$ cat src/rtl/count_stream_decoder.sv
// rtl/count_stream_decoder.sv - infers binary/Gray mode and direction from a counter stream, decodes it and flags bad steps
// Optional saturating error counter: define ERR_CNT_EN.
module count_stream_decoder #(
  parameter int WIDTH    = 3,
  parameter int LOCK_LEN = 2,
  parameter int ERRCNT_W = 8
) (
  input  logic                clk,
  input  logic                rst,
  input  logic                din_vld,
  input  logic [WIDTH-1:0]    din,
  output logic [WIDTH-1:0]    bin_out,
  output logic                mode_out,
  output logic                dir_out,
  output logic                locked,
  output logic                hold,
  output logic                mode_chg,
  output logic                step_err,
  output logic [ERRCNT_W-1:0] err_cnt
);

  localparam logic [1:0] IDLE    = 2'd0;
  localparam logic [1:0] ACQUIRE = 2'd1;
  localparam logic [1:0] LOCKED  = 2'd2;
  localparam logic [2:0] LOCK_N  = 3'(LOCK_LEN);

  // Hypothesis mask bit order: {GD, GU, BD, BU}
  logic [1:0]       state_q, state_d;
  logic [3:0]       mask_q, mask_d;
  logic [2:0]       run_q, run_d;
  logic [WIDTH-1:0] prev_q, prev_d;
  logic [WIDTH-1:0] bin_q, bin_d;
  logic             mode_q, mode_d, dir_q, dir_d;
  logic             hold_q, hold_d, chg_q, chg_d, err_q, err_d;

  logic [WIDTH-1:0] gp, gn;
  logic [3:0]       step;
  logic             same, one_hot;

  function automatic logic [WIDTH-1:0] g2b(input logic [WIDTH-1:0] g);
    logic [WIDTH-1:0] b;
    b[WIDTH-1] = g[WIDTH-1];
    for (int i = WIDTH - 2; i >= 0; i--) b[i] = b[i+1] ^ g[i];
    return b;
  endfunction

  always_comb begin
    gp      = g2b(prev_q);
    gn      = g2b(din);
    same    = (din == prev_q);
    step[0] = (din == prev_q + WIDTH'(1));
    step[1] = (din == prev_q - WIDTH'(1));
    step[2] = (gn == gp + WIDTH'(1));
    step[3] = (gn == gp - WIDTH'(1));
  end

  always_comb begin
    state_d = state_q;
    mask_d  = mask_q;
    run_d   = run_q;
    prev_d  = prev_q;
    bin_d   = bin_q;
    mode_d  = mode_q;
    dir_d   = dir_q;
    hold_d  = 1'b0;
    chg_d   = 1'b0;
    err_d   = 1'b0;
    one_hot = 1'b0;
    if (din_vld) begin
      prev_d = din;
      case (state_q)
        IDLE: begin
          state_d = ACQUIRE;
          mask_d  = 4'b1111;
          run_d   = 3'd0;
        end
        ACQUIRE: begin
          if (same) begin
            hold_d = 1'b1;
          end else if (step == 4'b0000) begin
            err_d  = 1'b1;
            mask_d = 4'b1111;
            run_d  = 3'd0;
          end else begin
            if ((mask_q & step) != 4'b0000) begin
              mask_d = mask_q & step;
              run_d  = (run_q >= LOCK_N) ? LOCK_N : run_q + 3'd1;
            end else begin
              mask_d = step;
              run_d  = 3'd1;
            end
            one_hot = ((mask_d & (mask_d - 4'd1)) == 4'b0000);
            if (one_hot && run_d >= LOCK_N) begin
              state_d = LOCKED;
              mode_d  = mask_d[2] | mask_d[3];
              dir_d   = mask_d[0] | mask_d[2];
            end
          end
        end
        LOCKED: begin
          if (same) begin
            hold_d = 1'b1;
          end else if (step == 4'b0000) begin
            err_d   = 1'b1;
            state_d = ACQUIRE;
            mask_d  = 4'b1111;
            run_d   = 3'd0;
          end else if ((mask_q & step) == 4'b0000) begin
            chg_d   = 1'b1;
            state_d = ACQUIRE;
            mask_d  = step;
            run_d   = 3'd1;
          end
        end
        default: state_d = IDLE;
      endcase
      // Decode with the mode that will be visible alongside this sample
      bin_d = mode_d ? gn : din;
    end
  end

  always_ff @(posedge clk or posedge rst) begin
    if (rst) begin
      state_q <= IDLE;
      mask_q  <= 4'b0000;
      run_q   <= 3'd0;
      prev_q  <= '0;
      bin_q   <= '0;
      mode_q  <= 1'b0;
      dir_q   <= 1'b0;
      hold_q  <= 1'b0;
      chg_q   <= 1'b0;
      err_q   <= 1'b0;
    end else begin
      state_q <= state_d;
      mask_q  <= mask_d;
      run_q   <= run_d;
      prev_q  <= prev_d;
      bin_q   <= bin_d;
      mode_q  <= mode_d;
      dir_q   <= dir_d;
      hold_q  <= hold_d;
      chg_q   <= chg_d;
      err_q   <= err_d;
    end
  end

`ifdef ERR_CNT_EN
  logic [ERRCNT_W-1:0] errcnt_q;
  always_ff @(posedge clk or posedge rst) begin
    if (rst) errcnt_q <= '0;
    else if (err_d && errcnt_q != {ERRCNT_W{1'b1}}) errcnt_q <= errcnt_q + ERRCNT_W'(1);
  end
  assign err_cnt = errcnt_q;
`else
  assign err_cnt = '0;
`endif

  assign bin_out  = bin_q;
  assign mode_out = mode_q;
  assign dir_out  = dir_q;
  assign locked   = (state_q == LOCKED);
  assign hold     = hold_q;
  assign mode_chg = chg_q;
  assign step_err = err_q;

endmodule

$ cat config.mk
export PLATFORM = sky130hd
export DESIGN_NAME = count_stream_decoder
export DESIGN_NICKNAME = d
export VERILOG_FILES = /design/src/rtl/count_stream_decoder.sv
export SDC_FILE = /design/constraint.sdc
export NUM_CORES = 1
export LEC_CHECK = 0
export CAP_MARGIN = 20
export CORE_ASPECT_RATIO = 2
export CORE_MARGIN = 2
export CORE_UTILIZATION = 50
export CTS_CLUSTER_SIZE = 16
export DETAILED_ROUTE_END_ITERATION = 10
export PLACE_DENSITY = 0.86
export SLEW_MARGIN = 10
export SYNTH_ARGS = -nofsm -noshare
export SYNTH_HDL_FRONTEND = slang
export SYNTH_SLANG_ARGS = --single-unit
$ cat constraint.sdc
create_clock -name clk -period 7.88 [get_ports clk]
set_clock_uncertainty 0.2 [all_clocks]
set_input_delay 2.364 -clock clk [delete_from_list [all_inputs] [get_ports clk]]
set_output_delay 2.364 -clock clk [all_outputs]
set_load 0.03 [all_outputs]
Word level (Yosys, flattened, before mapping) --
Cells that the tools add are included.
Operators by class: add/subtract/negate cells 6, $lt $le $gt $ge 2, equality and inequality tests 12, mux-type cells 48, bitwise gates (word level) 10, reductions and logical operators 11
Operator list (count):
- $mux W4 | 10
- $mux W3 | 11
- $mux W1 | 17
- $eq A3 B3 Y1 | 5
- $mux W2 | 7
- $logic_not A4 Y1 | 3
- $pmux W4 S3 | 1
- $reduce_and A5 Y1 | 2
- $add A3 B1 Y3 const B | 3
- $pmux W3 S3 | 1
- $and A4 B4 Y4 | 2
- $ne A2 B2 Y1 const B | 4
- $ge A3 B2 Y1 const B | 2
- $pmux W2 S3 | 1
- $reduce_and A6 Y1 | 1
- $sub A3 B1 Y3 const B | 2
- $reduce_bool A4 Y1 | 1
- $sub A4 B1 Y4 const B | 1
- $xor A1 B1 Y1 | 4
- $ne A3 B1 Y1 const B | 1
- $reduce_bool A3 Y1 | 1
- $eq A2 B1 Y1 const B | 1
- $eq A2 B2 Y1 const B | 1
- $logic_not A2 Y1 | 1
- other kinds (4) | 6
Storage, ports and cells: flip-flop bits (word level) 20, output and inout port bits 17, word-level logic and storage cells 99

Logic depth before layout (Yosys ltp) --
Gate-level depths: netlist of the first run.
depth in word-level cells 21, gate-level depth with buffers 11

Worst setup path before layout of the first run --
Ideal clock, no wire load.
path kind in2reg, start in din[0], end reg run_q[2], library setup time 0.125 ns, arrival 4.239 ns, required time 7.555 ns, setup slack 3.316 ns, cell stages on the path 7, buffers on the path 1, cell sequence buf_6 -> or4_1 -> o21a_1 -> a221o_1 -> o211ai_4 -> a311oi_4 -> mux2_4
Between the ends: word-level cells in the longest chain between the ends 12, elaborated cells on any way between the ends 24, those cells by class eq/ne (8); mux (10); bitwise (2); reduce/logical (4)
Ends and longest elaborated chain:
- start, declared | line 11 | input logic [WIDTH-1:0] din,
- $xor A1 B1 Y1 | line 43 | for (int i = WIDTH - 2; i >= 0; i--) b[i] = b[i+1] ^ g[i];
- $eq A3 B3 Y1 (on tied branches) | line 53, 54
- $and A4 B4 Y4 | line 85, 108
- $reduce_bool A4 Y1 | line 85 | if ((mask_q & step) != 4'b0000) begin
- $mux W3 | line 85
- $mux W3 | line 80 | end else if (step == 4'b0000) begin
- $mux W3 | line 78 | if (same) begin
- $mux W3 | line 71 | case (state_q)
- $mux W3 | line 69 | if (din_vld) begin
- $mux W3 | line 80
- $mux W3 | line 78
- $pmux W3 S3 | line 71
- end signal, assigned | line 137 | run_q <= run_d;
- end, declared | line 30 | logic [2:0] run_q, run_d;
Several ways; a longest one is shown, not always the timed one. The select of a mux whose other input is x is not followed. A chain may end at the register's enable or synchronous reset.

Final worst setup path of the first run --
start in din[2], end reg run_q[2]
Between the ends: word-level cells in the longest chain between the ends 13, elaborated cells on any way between the ends 25, those cells by class eq/ne (8); mux (10); bitwise (3); reduce/logical (4)
Ends and longest elaborated chain (line):
- $xor A1 B1 Y1 (2 in a row) | 43
- $eq A3 B3 Y1 (on tied branches) | 53, 54
- $and A4 B4 Y4 | 85, 108
- $reduce_bool A4 Y1 | 85
- $mux W3 | 85
- $mux W3 | 80
- $mux W3 | 78
- $mux W3 | 71
- $mux W3 | 69
- $mux W3 | 80
- $mux W3 | 78
- $pmux W3 S3 | 71
Several ways; a longest one is shown, not always the timed one. The select of a mux whose other input is x is not followed.

==> reports/qor.yml, run 1 <==
run_status:
  status: "finished clean"
pwr:
  powerDensity_nw_per_um2: 315
  swShare_pct: 47.1
  p_leak_uw: 0.000765
  vdd_drop_max_mv: 0.156
  p_comb_share_pct: 59.2
  pwr-share-clk_pct: 12.6
  p_sw_uw: 257
  seqPwrFrac_pct: 28.3
  intPower_uw: 289
job:
  drv_cap: 0
route:
  wire_per_inst_um: 16.9
  route.antenna.remaining_nets: 0
  wl_um: 3620
  via_count: 1351
  drt_first_iter_violations: 52
  vias_per_cell: 6.31
  route.detailed.drc: 0
  dr.pass1.iters: 4
finish:
  fin_util_pct: 55.5
  drive_above_1_share_pct: 7.65
  nets: 197
  n_antenna_cell: 0
  seqCellArea_sq_um: 475
  area_growth_pct: 8.37
  multi_input_area_sq_um: 972
  n_fill_cell: 266
  final_area_sq_um: 1730
logic_synthesis:
  synth_compound_area_share_pct: 28.4
  yosysTopAreaCell: "dfrtp_1"
  synth_most_common_cell: "dfrtp_1"
  muxShareOfSynthArea_pct: 2.19
  synth.yosys.seq_area_share_pct: 29.7
  synth.area.top_cells: "dfrtp_1, ha_1, buf_4"
  yosys.area_share.simple_pct: 13.9
  synth_top_family_by_area: "compound AO/OA/AOI/OAI gates"
  async_reset_ff_share_pct: 100
  synth_xor_area_share_pct: 8.92
  syn-cell-area_sq_um: 1600
  synth-main-ff-cell: "dfrtp_1"
  netlist_top_cells_count: "dfrtp_1, inv_1, nand2_1"
  synth_adder_area_share_pct: 5.48
  yosysWarnings: 0
  syn_area_per_cell_sq_um: 9.09
  synthDistinctLibCells: 59
  synth_top_area_share_pct: 29.7
  synth-edff-count: 0
  synthCells: 176
  ys_ff_latch: 19
setup_path:
  path_max_fanout: 13
  cp_slowest_cell: "clkdlybuf4s50_1"
  path_cells: "clkdlybuf4s50_1 > xnor3_1 > and3b_1 > a22oi_4 > o211ai_4 > a311oi_4 > mux2_4"
  worstSetupPathType: "in -> reg"
  crit_path_start_kind: "input pin"
  r2r_cells: 8
  max_stage_delay_ns: 0.81
  worstPathArrival_ns: 5.21
  critPathCaptureType: "register"
  worst_ep_required_time_ns: 7.83
clocking:
  cts_root_buf: "clkbuf_8"
  cts_sinks: 19
  insertion_delay_ns: 0.26
  cts_buffers: 3
  postCtsHoldBufs: 0
  cts_htree_levels: 1
  clkTransAtPathRegs_ns: 0.07
  cts_tree: "built"
  clock_path_buffers: 2
  postCtsSetupBuffers: 0
  ctsResizeCount: 0
floorplanning:
  start_util_pct: 51.2
  die_x_um: 44.0
  core_area_sq_um: 3120
  dieHeight_um: 84.0
  die-area_sq_um: 3690
  io-pin-count: 23
  num_rows: 29
sta:
  tns_ns: 0
  fmax_mhz: 190
  finalMaxSlewViolations: 0
  min_period_ns: 5.26
  final-hold-violation-count: 0
  whs_ns: 0.334
  rsz0062_at_grt: "no"
  max_slew_margin_pct: 52.4
  tightest_slew_ns: 0.713
  setup_viol: 0
  timing.final.crit_share_pct: 66.8
placement:
  portBuffers: 14
  place.gp.congestion: 0.878
  dpl_cell_area_sq_um: 1690
  place_hpwl_um: 2850
global_routing:
  grt_max_degree: 20
  grt_pass1_vias: 1343
  overflow: 0
  grt_pass1_wl_um: 6020
  grt_use_total_pct: 21.3
  antenna_found_initial: 0
worst_hold_path:
  hold_path_depth: 2
  hold_class: "reg -> reg"
registers in the layout (all words and copies together) (netlist names):
name      cells
mode_chg      1
dir_out       1
prev_q        3
mask_q        4
hold          1
run_q         3
mode_out      1
state_q       2
step_err      1
bin_out       2
logic make-up after synthesis:
family / Yosys count
adders and majority gates: 7
muxes: 3
xor gates and xnor gates: 13
buffers and inverters: 34
AOI/OAI and AO/OA: 57
and+or+nand+nor: 42
other: 1
DFF: 19
final cells by class:
class                           instances  area share (%)
Clock inverter                          1           0.289
Multi-Input combinational cell        130            56.1
Timing Repair Buffer                   14            8.09
Sequential cell                        19            27.4
Tap cell                               31            2.24
Clock buffer                            3            2.38
Inverter                               16            3.47
path summary, 6_finish.rpt:
path / end / from / slack [ns]
worst min register to register: bin_out[1] / bin_out[1] / 0.33
worst max-delay path: run_q[2] / din[2] / 2.62
worst min-delay path: bin_out[1] / bin_out[1] / 0.33
max in group asynchronous: mask_q[1] / rst / 4.71
min in group asynchronous: bin_out[1] / rst / 2.31
worst max register to register: run_q[2] / prev_q[1] / 4.76
layout by cell type (no fill, tap or decap), types with 3 or more instances in the layout:
master,synthesis,routed
conb_1,1,8
o22ai_1,3,3
a31oi_1,5,5
inv_1,16,16
xnor2_1,6,6
o21ai_0,7,7
nand3_1,3,3
clkdlybuf4s50_1,0,14
a21oi_1,11,11
xor2_1,5,5
ha_1,7,7
o2111ai_1,3,3
nor2_1,9,9
dfrtp_1,19,19
nand2_1,13,13
o31ai_1,3,3
clkbuf_8,0,3
worst max-delay path: cells and delay by family:
family          cells  cell delay [ns]
compound gates      3             0.97
xor+xnor            1             0.44
buf+inv             1             0.81
mux                 1             0.34
simple gates        1             0.29
layer usage:
layer  share of wire [%]  vias to the layer above  global-route usage, %  wire [um]
li1                    -                      639                      -          -
met1                  34                      635                   21.8       1240
met2                  56                       58                   38.0       2040
met3                 3.9                       19                   2.16        142
met4                 5.5                        0                   13.5        198
met5                   0                        -                      0          0
power groups by stage:
stage / Combinational [uW] / Clock [uW] / Sequential (uW)
2_1_floorplan: 232 / 0 / 166
3_3_place_gp: 314 / 0 / 155
3_5_place_dp: 318 / 0 / 156
4_1_cts: 320 / 71.2 / 154
5_1_grt: 352 / 75.0 / 158
6_report: 323 / 68.6 / 154
through the flow:
step           instances  worst slack, ns  power, uW
3_5_place_dp         210             2.39        474
3_3_place_gp         210             2.39        468
2_1_floorplan        183             3.32        398
6_report             214             2.62        546
4_1_cts              214             2.66        545
5_1_grt              214             2.39        585
No activity file was read; power rests on OpenSTA's default activity.
==> inputs of run 2 (changes only) <==
- clock period: 7.88 -> 5.45 ns (I/O delays scaled with it)
==> run 2 against run 1 <==
Combinational power is 45% higher. Critical path type unchanged. Sequential power is 45% higher. Highest routed layer unchanged. Die area stayed put. Worst setup slack worse by 1.7 ns. Global-route usage is 0.17 points lower. Flip-flop and latch count stayed put.
==> reports/qor.yml, run 2 (synthesis results as in run 1) <==
global_routing:
  grt_max_degree: 20
  grt_pass1_vias: 1336
  grt_pass1_wl_um: 5870
  antenna_found_initial: 0
  overflow: 0
  grt_use_total_pct: 21.1
route:
  top_layer_used: "met4"
  vias_per_cell: 6.28
  wire_per_inst_um: 16.9
  via_count: 1344
  wl_um: 3620
  wl_met3_um: 132
  route.detailed.drc: 0
  route.antenna.remaining_nets: 0
  dr.pass1.iters: 4
  drt_first_iter_violations: 51
  wl_met1_um: 1270
  wl_met2_um: 2040
finish:
  drive_above_1_share_pct: 7.65
  stdcell_count: 214
  reg_top3: "mask_q (4), prev_q (3), run_q (3)"
  n_antenna_cell: 0
  nets: 197
  final_common_cell: "dfrtp_1"
  top_register: "mask_q"
  final_cell_mix: "dfrtp_1, inv_1, clkdlybuf4s50_1, nand2_1, a21oi_1"
  largest_reg_flops: 4
  n_fill_cell: 269
  area_growth_pct: 8.37
clocking:
  postCtsSetupBuffers: 0
  clkTransAtPathRegs_ns: 0.07
  postCtsHoldBufs: 0
  cts_buffers: 3
  cts_tree: "built"
  cts_root_buf: "clkbuf_8"
  clock_path_buffers: 2
  cts_htree_levels: 1
  insertion_delay_ns: 0.26
  cts_sinks: 19
  ctsResizeCount: 0
sta:
  rsz0062_at_grt: "no"
  finalMaxSlewViolations: 0
  tns_ns: 0
  tightest_slew_ns: 0.741
  setup_viol: 0
  min_period_ns: 4.54
  final-hold-violation-count: 0
  timing.final.crit_share_pct: 83.3
  fmax_mhz: 220
  max_slew_margin_pct: 50.5
floorplanning:
  num_rows: 29
  io-pin-count: 23
  die_x_um: 44.0
  dieHeight_um: 84.0
  die-area_sq_um: 3690
  core_area_sq_um: 3120
  start_util_pct: 51.2
setup_path:
  worstSetupPathType: "in -> reg"
  critPathCaptureType: "register"
  crit_path_start_kind: "input pin"
  worst_ep_required_time_ns: 5.40
  worstPathArrival_ns: 4.49
  path_max_fanout: 13
placement:
  place.gp.congestion: 0.877
  portBuffers: 14
  place_hpwl_um: 2830
  dp.cells: 210
run_status:
  status: "finished clean"
pwr:
  vdd_drop_max_mv: 0.279
  powerDensity_nw_per_um2: 456
  p_leak_uw: 0.000765
worst_hold_path:
  hold_class: "reg -> reg"
job:
  drv_cap: 0
## run 2: cell counts in the layout (fill, tap and decap cells not counted)
Identical to the previous run, type by type.
## run 2: worst paths after layout
kind / startpoint / endpoint / slack [ns] / depth (start not counted)
setup / recovery: din[2] / run_q[2] / 0.91 / 7
hold / removal: bin_out[1] / bin_out[1] / 0.33 / 2
setup reg to reg: prev_q[1] / run_q[2] / 2.34 / 8
hold reg to reg: bin_out[1] / bin_out[1] / 0.33 / 2
max in group asynchronous: rst / run_q[2] / 2.99 / 2
min in group asynchronous: rst / bin_out[1] / 1.59 / 2
## run 2: cell type report
class                           instances  area [sq um]  area share [%]
Sequential cell                        19           475            27.4
Tap cell                               31          38.8            2.24
Inverter                               16          60.1            3.47
Multi-Input combinational cell        130           972            56.1
Clock buffer                            3          41.3            2.38
Timing Repair Buffer                   14           140            8.09
Clock inverter                          1          5.00           0.289
## run 2: critical path: stages
cell and delay, ns:
clkdlybuf4s50_1 0.81, xnor3_1 0.43, and3b_1 0.28, a22oi_4 0.24, o211ai_4 0.16, a311oi_4 0.58, mux2_4 0.34
## run 2: layer usage
metal | global-route usage, % | up-vias
met5 | 0 | -
met4 | 12.9 | 0
met3 | 3.25 | 17
met2 | 39.4 | 46
met1 | 19.4 | 642
li1 | - | 639
## run 2: where the power goes
group | switching [uW] | total, uW | internal (uW)
Sequential | 39.2 | 223 | 184
Clock | 50.0 | 101 | 51.0
Combinational | 284 | 467 | 183
## run 2: stage by stage
step,hold slack [ns],cell area [sq um],worst slack [ns],power (uW),util [%]
after floorplan,0.290,1630,1.62,575,-
after global placement,0.309,1690,0.692,677,54.0
after detailed placement,0.326,1690,0.643,685,54.0
after CTS,0.343,1730,0.927,789,55.5
after global routing,0.370,1730,0.737,849,55.5
final,0.333,1730,0.908,791,55.5
==> variant, RTL diff (config.mk and constraints of run 2) <==
The option `ERR_CNT_EN` is turned on by a define.
--- a/src/rtl/count_stream_decoder.sv
+++ b/src/rtl/count_stream_decoder.sv
@@ -1,5 +1,7 @@
 // rtl/count_stream_decoder.sv - infers binary/Gray mode and direction from a counter stream, decodes it and flags bad steps
 // Optional saturating error counter: define ERR_CNT_EN.
+`define ERR_CNT_EN
+
 module count_stream_decoder #(
   parameter int WIDTH    = 3,
   parameter int LOCK_LEN = 2,
Check against the original RTL: not equivalent (a bounded check fails within 4 cycles, from zero or initial values and one cycle with rst high).
==> variant against run 2 <==
Sequential cell count up 8. Final area grew 28%. Largest cell class unchanged. Area after synthesis is 22% higher. Setup slack improved by 0.14 ns. Highest routed layer unchanged. Power up 18%. Maximum frequency rose by 3.2%. Critical endpoint is now err_cnt[7]. Synthesized cell count rose by 5.7%. Critical path type unchanged. Routed wire length increased by 16%.
==> variant: results (changes against run 2) <==
worst_setup_path:
  path_max_fanout: 13  # unchanged
  cp-endpoint: "err_cnt[7]"  # was run_q[2]
  arrival_ns: 4.37  # was 4.49 ns
  path_delay_family: "simple AND/OR/NAND/NOR gates"  # was compound AO/OA/AOI/OAI gates
  reg2reg_depth: 9  # was 8
  worst_path_max_delay_cell: "clkdlybuf4s50_1"  # unchanged
  r2r_setup_slack_ns: 2.54  # was 2.34 ns
  reg2reg_to: "bin_out[0]"  # was run_q[2]
synth:
  synth_common_cells: "dfrtp_1 (27), nand2_1 (13), o21ai_0 (12), inv_1 (10)"  # was dfrtp_1 (19), inv_1 (16), nand2_1 (13), a21oi_1 (11), buf_4 (10)
  synthMuxAreaShare_pct: 2.96  # was 2.19%
  yosysSeqAreaShare_pct: 34.7  # was 29.7%
  synthAdderAreaFrac_pct: 5.79  # was 5.48%
  yosys.area_share.xor_xnor_pct: 11.0  # was 8.92%
  synthTopCellsByArea: "dfrtp_1 (35%), ha_1 (5.8%), xnor2_1 (3.6%)"  # was dfrtp_1 (30%), ha_1 (5.5%), buf_4 (4.7%)
  synth-seq-cells: 27  # was 19
  synth.distinct_cells: 62  # was 59
  synth_compound_area_share_pct: 20.1  # was 28.4%
detailed_routing:
  vias: 1473  # was 1344
  drt_wl_total_um: 4180  # was 3620 um
  drt_iter0_drc: 21  # was 51
cts:
  cts_resized: 0  # unchanged
  clockRootBuffer: "clkbuf_8"  # unchanged
  clk_latency_ns: 0.28  # was 0.26 ns
  clk_pin_slew_worst_paths_ns: 0.09  # was 0.07 ns
layout:
  n_all_buffers: 23  # was 14
  multi_input_area_share_pct: 51.6  # was 56.1%
  buf_share_pct: 11.2  # was 8.09%
  nets: 218  # was 197
  num-multi-input-gates: 138  # was 130
  inverters: 10  # was 16
  drive_gt1_share_pct: 12.9  # was 7.65%
  seqCellArea_um2: 676  # was 475 um2
  largest_reg_flops: 8  # was 4
  clk_share_pct: 2.09  # was 2.67%
  nFillCells: 320  # was 269
global_routing:
  grt_usage_pct: 21.4  # was 21.1%
  grt_pass1_wl_um: 6880  # was 5870 um
  grt_max_degree: 28  # was 20
place:
  port_buffers: 22  # was 14
  dp_slack_ns: 0.769  # was 0.643 ns
  hpwl_um: 3180  # was 2830 um
  routabilityCongestion: 0.863  # was 0.877
worst_hold_path:
  min_from: "err_cnt[5]"  # was bin_out[1]
  whs_endpoint: "err_cnt[5]"  # was bin_out[1]
  holdPathStages: 1  # was 2
  hold_class: "flip-flop to flip-flop"  # unchanged
pwr:
  peakVddDrop_v: 0.000320  # was 0.000279 V
  leakagePower_nw: 0.922  # was 0.765 nW
timing:
  slew_headroom_pct: 62.9  # was 50.5%
  timing.fmax_mhz: 227  # was 220 MHz
outcome:
  status: "complete, no violations"  # unchanged
-- variant: changes by cell type after synthesis, moves of 5 or more --
cell | before | now
dfrtp_1 | 19 | 27
inv_1 | 16 | 10
o21ai_0 | 7 | 12
nand2b_1 | 1 | 6
a21oi_1 | 11 | 5
buf_4 | 10 | 2
-- variant: stage by stage --
step                hold slack, ns  instances  utilization, %  area [um2]
floorplan                    0.278        186               -        1940
global placement             0.280        248            56.3        2140
CTS                          0.329        252            57.5        2190
global route                 0.357        253            58.2        2210
detailed placement           0.313        248            56.3        2140
finish                       0.324        253            58.2        2210
-- variant: routing by layer --
layer	GRT usage (%)	up-vias	wire (um)
met2	38.1	27	2460
li1	-	706	-
met3	1.38	9	71
met4	11.3	0	132
met5	0	-	0
met1	22.6	731	1520
-- variant: power by group --
part / total, mW / switching (mW) / internal (mW) / leakage (nW)
clock network: 0.119 / 0.0676 / 0.0515 / 0.0255
logic: 0.506 / 0.291 / 0.215 / 0.553
registers: 0.305 / 0.0516 / 0.254 / 0.343
